<file path="config.mk">
export PLATFORM = sky130hd
export DESIGN_NAME = tone_sequencer
export DESIGN_NICKNAME = d
export VERILOG_FILES = /design/src/rtl/tone_sequencer.sv
export SDC_FILE = /design/constraint.sdc
export NUM_CORES = 1
export LEC_CHECK = 0
export CORE_MARGIN = 4
export CORE_UTILIZATION = 53
export CTS_CLUSTER_DIAMETER = 50
export CTS_CLUSTER_SIZE = 14
export DETAILED_ROUTE_END_ITERATION = 8
export HOLD_SLACK_MARGIN = 0.03
export PLACE_DENSITY = 0.72
export SYNTH_ARGS = -nofsm -noshare
export SYNTH_HDL_FRONTEND = slang
export SYNTH_SLANG_ARGS = --single-unit
</file>
<file path="constraint.sdc">
create_clock -name CLK -period 5.5 [get_ports CLK]
set_clock_uncertainty 0.05 [all_clocks]
set_input_delay 1.1 -clock CLK [delete_from_list [all_inputs] [get_ports CLK]]
set_output_delay 1.1 -clock CLK [all_outputs]
set_load 0.01 [all_outputs]
</file>
<file path="src/rtl/tone_sequencer.sv">
// Square-wave tone engine: manual keypad or a small programmable note table
// with beat timing, an articulation gap and octave selection.
module tone_sequencer #(
    parameter int NUM_KEYS   = 7,
    parameter int DIV_W      = 20,
    parameter int BEAT_TICKS = 2_500_000,
    parameter int GAP_TICKS  = 250_000,
    parameter int SEQ_DEPTH  = 32
) (
    input  logic                         CLK,
    input  logic                         RST,
    input  logic [NUM_KEYS-1:0]          Key,
    input  logic [1:0]                   Octave,
    input  logic                         AutoEn,
    input  logic                         SeqWrEn,
    input  logic [$clog2(SEQ_DEPTH)-1:0] SeqWrAddr,
    input  logic [5:0]                   SeqWrData,
    output logic                         Beep,
    output logic [3:0]                   NoteIdx,
    output logic [$clog2(SEQ_DEPTH)-1:0] SeqPos,
    output logic                         Playing
);
    localparam int ADDR_W = $clog2(SEQ_DEPTH);
    localparam int TICK_W = $clog2(8 * BEAT_TICKS);
    localparam logic [TICK_W-1:0] GAP_LOAD = TICK_W'(GAP_TICKS - 1);

    typedef enum logic [1:0] {IDLE, NOTE, GAP} state_t;

    state_t            state_q, state_d;
    logic [ADDR_W-1:0] seq_pos_q, seq_pos_d;
    logic [ADDR_W-1:0] pos_nxt;
    logic [TICK_W-1:0] tick_q, tick_d;
    logic [2:0]        cur_note_q, cur_note_d;
    logic [3:0]        note_idx_q, note_idx_d;
    logic [1:0]        oct_q, oct_d;
    logic [DIV_W-1:0]  div_q, div_d;
    logic [DIV_W-1:0]  half_p;
    logic              beep_q, beep_d;
    logic              playing_q, playing_d;
    logic [5:0]        ent_0, ent_nxt;
    logic [5:0]        tbl_q [SEQ_DEPTH];

    function automatic logic [TICK_W-1:0] beat_load(input logic [2:0] dur);
        return TICK_W'(dur) * TICK_W'(BEAT_TICKS) - TICK_W'(1);
    endfunction

    // Lowest set key wins; note numbers are 1-based.
    function automatic logic [3:0] key_note(input logic [NUM_KEYS-1:0] keys);
        logic [3:0] n;
        n = '0;
        for (int i = NUM_KEYS - 1; i >= 0; i--) begin
            if (keys[i]) n = 4'(i + 1);
        end
        return n;
    endfunction

    function automatic logic [3:0] seq_note(input logic [2:0] n);
        return (int'(n) <= NUM_KEYS) ? {1'b0, n} : 4'd0;
    endfunction

    function automatic logic [DIV_W-1:0] half_period(input logic [3:0] note, input logic [1:0] oct);
        logic [DIV_W-1:0] mid;
        case (note)
            4'd1:    mid = DIV_W'(16'h2553);
            4'd2:    mid = DIV_W'(16'h2141);
            4'd3:    mid = DIV_W'(16'h1DA0);
            4'd4:    mid = DIV_W'(16'h1BF6);
            4'd5:    mid = DIV_W'(16'h18E9);
            4'd6:    mid = DIV_W'(16'h1631);
            4'd7:    mid = DIV_W'(16'h13C5);
            4'd8:    mid = DIV_W'(16'h12A9);
            default: mid = '0;
        endcase
        case (oct)
            2'd0:    return mid << 1;
            2'd2:    return mid >> 1;
            default: return mid;
        endcase
    endfunction

    assign pos_nxt = seq_pos_q + ADDR_W'(1);
    assign ent_0   = tbl_q[0];
    assign ent_nxt = tbl_q[pos_nxt];

    always_comb begin
        state_d    = state_q;
        seq_pos_d  = seq_pos_q;
        tick_d     = tick_q;
        cur_note_d = cur_note_q;
        if (!AutoEn) begin
            state_d    = IDLE;
            seq_pos_d  = '0;
            tick_d     = '0;
            cur_note_d = '0;
        end else begin
            unique case (state_q)
                IDLE: begin
                    if (ent_0[2:0] != 3'd0) begin
                        state_d    = NOTE;
                        seq_pos_d  = '0;
                        cur_note_d = ent_0[5:3];
                        tick_d     = beat_load(ent_0[2:0]);
                    end
                end
                NOTE: begin
                    if (tick_q == '0) begin
                        state_d = GAP;
                        tick_d  = GAP_LOAD;
                    end else begin
                        tick_d = tick_q - TICK_W'(1);
                    end
                end
                GAP: begin
                    if (tick_q != '0) begin
                        tick_d = tick_q - TICK_W'(1);
                    end else if (ent_nxt[2:0] != 3'd0) begin
                        state_d    = NOTE;
                        seq_pos_d  = pos_nxt;
                        cur_note_d = ent_nxt[5:3];
                        tick_d     = beat_load(ent_nxt[2:0]);
                    end else if (ent_0[2:0] != 3'd0) begin
                        // End marker reached: loop back to entry 0 in the same cycle.
                        state_d    = NOTE;
                        seq_pos_d  = '0;
                        cur_note_d = ent_0[5:3];
                        tick_d     = beat_load(ent_0[2:0]);
                    end else begin
                        state_d   = IDLE;
                        seq_pos_d = '0;
                    end
                end
                default: state_d = IDLE;
            endcase
        end
    end

    always_comb begin
        note_idx_d = '0;
        if (Octave != 2'd3) begin
            if (!AutoEn && state_q == IDLE) begin
                note_idx_d = key_note(Key);
            end else if (AutoEn && state_d == NOTE) begin
                note_idx_d = seq_note(cur_note_d);
            end
        end
        playing_d = (state_d != IDLE);
        oct_d     = Octave;
    end

    assign half_p = half_period(note_idx_q, oct_q);

    // Any change of pitch restarts the divider with the output low.
    always_comb begin
        div_d  = div_q + DIV_W'(1);
        beep_d = beep_q;
        if (note_idx_d != note_idx_q || oct_d != oct_q || note_idx_q == '0) begin
            div_d  = '0;
            beep_d = 1'b0;
        end else if (div_q == half_p - DIV_W'(1)) begin
            div_d  = '0;
            beep_d = ~beep_q;
        end
    end

    always_ff @(posedge CLK) begin
        if (RST) begin
            state_q    <= IDLE;
            seq_pos_q  <= '0;
            tick_q     <= '0;
            cur_note_q <= '0;
            note_idx_q <= '0;
            oct_q      <= '0;
            div_q      <= '0;
            beep_q     <= 1'b0;
            playing_q  <= 1'b0;
            for (int i = 0; i < SEQ_DEPTH; i++) begin
                tbl_q[i] <= '0;
            end
        end else begin
            state_q    <= state_d;
            seq_pos_q  <= seq_pos_d;
            tick_q     <= tick_d;
            cur_note_q <= cur_note_d;
            note_idx_q <= note_idx_d;
            oct_q      <= oct_d;
            div_q      <= div_d;
            beep_q     <= beep_d;
            playing_q  <= playing_d;
            if (SeqWrEn) begin
                tbl_q[SeqWrAddr] <= SeqWrData;
            end
        end
    end

    assign Beep    = beep_q;
    assign NoteIdx = note_idx_q;
    assign SeqPos  = seq_pos_q;
    assign Playing = playing_q;

endmodule

</file>
==> results of run 1 <==
-- routing by layer --
layer	wire, µm	track usage	vias to the layer above
li1	-	-	5636
met1	17610	0.3290	5788
met2	18040	0.3720	392
met3	2720	0.03907	88
met4	1422	0.07688	0
met5	0	0	-
-- worst max path at each step --
stage,slack (ps),cells past startpoint,startpoint,to
after floorplan,60,21,SeqPos[1]$_SDFFE_PP0P_,tick_q[23]$_SDFFE_PP0P_
after CTS,140,18,SeqPos[0]$_SDFFE_PP0P_,tick_q[23]$_SDFFE_PP0P_
after global routing,30,18,SeqPos[0]$_SDFFE_PP0P_,tick_q[23]$_SDFFE_PP0P_
after global placement,270,20,SeqPos[0]$_SDFFE_PP0P_,tick_q[23]$_SDFFE_PP0P_
final,320,18,SeqPos[0]$_SDFFE_PP0P_,tick_q[23]$_SDFFE_PP0P_
after detailed placement,220,18,SeqPos[0]$_SDFFE_PP0P_,tick_q[23]$_SDFFE_PP0P_
-- per-stage QoR --
step | utilization | instance area (µm²) | setup slack [ps]
global placement | 0.5668 | 16980 | 272.8
CTS | 0.5971 | 17880 | 143.5
floorplan | - | 16260 | 63.05
global route | 0.5988 | 17940 | 30.38
detailed placement | 0.5668 | 16980 | 219.3
finish | 0.5988 | 17940 | 320.2
-- final cells by class --
class / count / area (µm²)
Timing Repair Buffer: 69 / 624.3
Clock inverter: 18 / 173.9
Clock buffer: 31 / 733.2
Fill cell: 2499 / 12020
Tap cell: 390 / 488.0
Inverter: 41 / 153.9
Multi-Input combinational cell: 1151 / 8472
Sequential cell: 268 / 7291
-- report_power, final --
part / internal, mW / switching [mW] / leakage [nW] / total, mW
Clock: 1.03 / 0.855 / 0.441 / 1.89
Combinational: 0.281 / 0.413 / 3.43 / 0.694
Sequential: 2.26 / 0.0708 / 2.45 / 2.33
Total: 3.57 / 1.34 / 6.32 / 4.91
-- kinds of logic after synthesis --
logic type | after synthesis | synth area share
simple gates | 665 | 0.2318
mux | 94 | 0.09988
fa+ha+maj | 42 | 0.03324
other cells | 1 | 0.0002306
flops | 268 | 0.4481
xor+xnor | 93 | 0.05055
compound gates | 256 | 0.1008
buf+inv | 133 | 0.03532
-- registers in the layout, indices dropped and copies added, names as in the netlist, named ones only --
name        count
Beep            1
NoteIdx         3
Playing         1
SeqPos          5
cur_note_q      3
div_q          20
oct_q           2
state_q         2
tbl_q         192
tick_q         25
-- repair_timing --
item                                   CTS  global route
endpoints found under the hold margin    0             0
resized for setup                        0             8
setup endpoints to repair                0             1
-- critical path, delay by kind of cell (launching register included) --
kind	cells	cell delay [ps]
and+or+nand+nor	4	960
AOI/OAI and AO/OA	6	990
buffers and inverters	2	390
adders and majority gates	3	1030
muxes	3	1270
DFF	1	390
-- synth_stat cells, drive strengths merged (10+ instances only) --
cell,count
a211oi,19
a21oi,62
a31oi,11
and2,199
buf,29
clkbuf,63
dfxtp,76
edfxtp,192
ha,40
inv,41
mux2i,35
mux4,53
nand2,96
nand2b,14
nand3,26
nor2,141
nor2b,10
nor3,43
nor3b,15
nor4,14
nor4b,22
o21ai,80
o31ai,10
or2,39
xnor2,46
xor2,47
==> flow_summary.ini, run 1 <==
[grt]
antenna_found_initial = 0
grt_overflow_total = 0
grt_pass1_wl_mm = 63.12
grt_util_all_layers = 0.2336
grt_max_degree = 46
grt_pass1_vias = 11609

[timing]
maxSlewHeadroom = 0.2360
max_freq_mhz = 193.1
fin_crit_sh = 0.9418
fin_crit_ps = 5180
fin_setup_tns_ps = 0
setup_viol = 0
tightest_slew_ps = 1142
slew_viol_final = 0
hold_violations = 0
rsz0062_at_grt = false
whs_ps = 498.9

[detailed_routing]
drc_errors = 0
drtPass1Iterations = 5
routed_wl_mm = 39.80
drtIter0Drc = 987
wire_per_inst_um = 20.22
dr_total_vias = 11904
drt-vias-per-instance = 6.049
ant_nets = 0

[setup_path]
cp-start-kind = register
end_kind = register
critPathMaxStageDelay_ps = 530
timing.rr.start = SeqPos[0]$_SDFFE_PP0P_
required_ps = 5940
r2r_end = tick_q[23]$_SDFFE_PP0P_
crit_type = reg2reg
crit_fanout = 34
worst_path_max_delay_cell = mux4_2
regToRegSetupSlack_ps = 320
path_cells = ha_2, buf_12, mux4_2, mux4_2, mux2i_4, inv_1, ha_1, ha_1, a21oi_1, o21ai_0, a21oi_1, nor2_1, nand4b_1, o21ai_1, o211ai_1, nand2b_1, or4_1, a211oi_1
cp.arrival_ps = 5620
ff2ff_path_depth = 18

[outcome]
run_status = complete, no violations

[synth]
ys_types = 83
yosysWarnings = 0
synthesis.nets = 1618
avgSynthCellArea_um2 = 10.48
synth_largest_area_cell = edfxtp_1
syn_inst = 1552
synth_top_area_frac = 0.3546
synth_ff_type = edfxtp_1
synth-seq-cells = 268
synth_area_um2 = 16260
yosysSeqAreaShare = 0.4481
ys_top_cells_by_area = edfxtp_1 (35%), dfxtp_1 (9.4%), and2_1 (7.7%)
synthArstFlopShare = 0
synth_edf_count = 192

[finish]
final_cell_mix = and2_1 (199), edfxtp_1 (192), nor2_1 (140), nand2_1 (96)
fin_cells = 1968
fin_nets = 1626
drive_gt1_frac = 0.1439
final_common_cell = and2_1
num_antenna_cells = 0
syn_to_final_growth_pct = 10.30

[clock_network]
hold_buffers = 0
htreeDepth = 1
cts.reportedPaths.clkPinSlew_ps = 60
cts_setup_buffers = 0
cts_root_buffer = clkbuf_16
cts_tree = done
clk-insertion-delay-late_ps = 570
cts_made_buffers = 29
cts.sinks = 268
cts.path.max_buffers = 3

[die]
initial_core_util = 0.5429
dieArea_um2 = 33550
die_width_um = 183.2
core_um2 = 29950
num_rows = 63
ios = 35
die_h_um = 183.2

[power]
ir_drop_uv = 263.3
total_power_mw = 4.911
total_leakage_power_nw = 6.318
p_per_area_nw_per_um2 = 273.8

[worst_hold_path]
min_path_cells = 2
hold_class = reg2reg
holdPathEnd = tick_q[1]$_SDFFE_PP0P_
min_from = tick_q[1]$_SDFFE_PP0P_

[placement]
dpl.hpwl_mm = 28.43
port_buffers = 33
gp_congestion = 0.9406
placed_cells = 1919

[job]
maxCapViolCount = 0
Power figures use the tool's default switching activity.
==> inputs of run 2 (changes only) <==
--- a/config.mk
+++ b/config.mk
@@ -5,13 +5,15 @@
 export SDC_FILE = /design/constraint.sdc
 export NUM_CORES = 1
 export LEC_CHECK = 0
+export CELL_PAD_IN_SITES_DETAIL_PLACEMENT = 2
+export CELL_PAD_IN_SITES_GLOBAL_PLACEMENT = 2
 export CORE_MARGIN = 4
-export CORE_UTILIZATION = 53
+export CORE_UTILIZATION = 38
 export CTS_CLUSTER_DIAMETER = 50
 export CTS_CLUSTER_SIZE = 14
 export DETAILED_ROUTE_END_ITERATION = 8
 export HOLD_SLACK_MARGIN = 0.03
-export PLACE_DENSITY = 0.72
+export PLACE_DENSITY_LB_ADDON = 0.1
 export SYNTH_ARGS = -nofsm -noshare
 export SYNTH_HDL_FRONTEND = slang
 export SYNTH_SLANG_ARGS = --single-unit
==> flow_summary.ini, run 2 (synthesis results as in run 1) <==
[outcome]
run_status = complete, no violations

[clock_network]
cts.reportedPaths.clkPinSlew_ps = 60
clk-insertion-delay-late_ps = 580
htreeDepth = 2
hold_buffers = 0
cts.sinks = 268
cts_root_buffer = clkbuf_16
cts.path.max_buffers = 3
cts_tree = done
cts_made_buffers = 41

[setup_path]
path_cells = ha_4, buf_12, mux4_2, mux4_2, mux2i_4, buf_4, inv_1, ha_2, ha_1, a21oi_1, o21ai_1, a21oi_1, nor2_1, nand4b_1, o21ai_1, o211ai_1, nand2b_1, or4_1, a211oi_1
crit_type = reg2reg
r2r_end = tick_q[23]$_SDFFE_PP0P_
required_ps = 5920
cp-start-kind = register
timing.rr.start = SeqPos[0]$_SDFFE_PP0P_
cpLargestDelayFamily = multiplexers
regToRegSetupSlack_ps = 320
end_kind = register
critPathMaxStageDelay_ps = 550
worst_path_max_delay_cell = mux4_2
cp.arrival_ps = 5600
ff2ff_path_depth = 19
crit_fanout = 14
critPathBufInv = 3

[finish]
final_area_um2 = 18840
largest_reg_flops = 192
fin_nets = 1643
fillCellCount = 4345
final_cell_mix = and2_1 (199), edfxtp_1 (192), nor2_1 (140), nand2_1 (96), dfxtp_1 (74)
final_common_cell = and2_1
fin_cells = 2149
top_regs = tbl_q x192, tick_q x25, div_q x20
drive_gt1_frac = 0.1621
syn_to_final_growth_pct = 15.89
largest_register = tbl_q
num_antenna_cells = 0

[detailed_routing]
drc_errors = 0
drtIter0Drc = 615
wire_per_inst_um = 25.13
drtPass1Iterations = 4
ant_nets = 0
routed_wl_mm = 54.01
dr_total_vias = 12288
drt-vias-per-instance = 5.718

[timing]
whs_ps = 489.9
fin_crit_sh = 0.9424
fin_crit_ps = 5183
maxSlewHeadroom = 0.1400
tightest_slew_ps = 1286
hold_violations = 0
max_freq_mhz = 192.9
setup_viol = 0
slew_viol_final = 0

[power]
total_power_mw = 5.966
ir_drop_uv = 233.7
total_leakage_power_nw = 6.647
p_per_area_nw_per_um2 = 316.6

[worst_hold_path]
min_path_cells = 2
holdPathEnd = tick_q[1]$_SDFFE_PP0P_
hold_class = reg2reg
min_from = tick_q[1]$_SDFFE_PP0P_

[job]
maxCapViolCount = 0

[die]
initial_core_util = 0.3859
dieArea_um2 = 46160
ios = 35
die_width_um = 214.9
core_um2 = 42130
die_h_um = 214.9
num_rows = 75

[placement]
dpl.hpwl_mm = 38.54
place_area_um2 = 17200
port_buffers = 33
placed_cells = 2070
gp_congestion = 0.8330

[grt]
grt_overflow_total = 0
grt_util_all_layers = 0.2297
grt_pass1_wl_mm = 82.87
grt_max_degree = 47
antenna_found_initial = 0
grt_pass1_vias = 13455
==> run 2: changes by cell type in the layout (fill, tap and decap cells not counted), sizes merged <==
cell      change
clkbuf       +20
bufinv        +6
buf           +3
clkinvlp      +2
inv           +2
clkinv        -1
==> run 2: cell type report <==
class | instances | area [µm²] | area share
Inverter | 41 | 156.4 | 0.008300
Timing Repair Buffer | 74 | 729.5 | 0.03871
Clock inverter | 27 | 382.9 | 0.02032
Multi-Input combinational cell | 1151 | 8481 | 0.4500
Sequential cell | 268 | 7292 | 0.3870
Tap cell | 539 | 674.4 | 0.03579
Clock buffer | 49 | 1129 | 0.05989
==> run 2: where the power goes <==
| group | switching (mW) | internal (mW) | total (mW) |
|---|---|---|---|
| Clock | 1.05 | 1.82 | 2.87 |
| Combinational | 0.464 | 0.288 | 0.752 |
| Sequential | 0.0776 | 2.26 | 2.34 |
| Total | 1.59 | 4.37 | 5.97 |
==> run 2: what timing repair did <==
item	4_1_cts	5_1_grt
hold endpoints to repair	0	0
resized for setup	3	12
pin swaps	0	1
endpoints found under the setup margin	1	31
gates cloned	0	2
buffers inserted	0	1
==> run 2: worst max-delay path by stage <==
| stage | start | to | slack, ps | cells after the start |
|---|---|---|---|---|
| global route | SeqPos[0]$_SDFFE_PP0P_ | tick_q[23]$_SDFFE_PP0P_ | -7 | 20 |
| global placement | SeqPos[0]$_SDFFE_PP0P_ | tick_q[23]$_SDFFE_PP0P_ | 190 | 19 |
| detailed placement | SeqPos[0]$_SDFFE_PP0P_ | tick_q[23]$_SDFFE_PP0P_ | 20 | 19 |
| floorplan | SeqPos[1]$_SDFFE_PP0P_ | tick_q[23]$_SDFFE_PP0P_ | 60 | 21 |
| CTS | SeqPos[1]$_SDFFE_PP0P_ | tick_q[23]$_SDFFE_PP0P_ | 50 | 20 |
| finish | SeqPos[0]$_SDFFE_PP0P_ | tick_q[23]$_SDFFE_PP0P_ | 320 | 19 |
==> run 2: per-layer routing <==
layer	share of wire	global-route usage
met3	0.031	0.02910
met5	0	0
met1	0.43	0.2894
met2	0.51	0.4121
met4	0.029	0.07024
==> run 2: metrics by stage <==
stage	setup slack, ps	setup TNS (ps)	utilization
2_1_floorplan	63.05	0	-
3_3_place_gp	187.9	0	0.4083
3_5_place_dp	21.05	0	0.4083
4_1_cts	46.77	0	0.4444
5_1_grt	-6.620	-6.620	0.4472
6_report	317.1	0	0.4472
==> run 2: tightest hold or removal path, stage by stage (launching register included) <==
cell and delay (ps):
dfxtp_1 330, nor2_1 110, a211oi_1 50
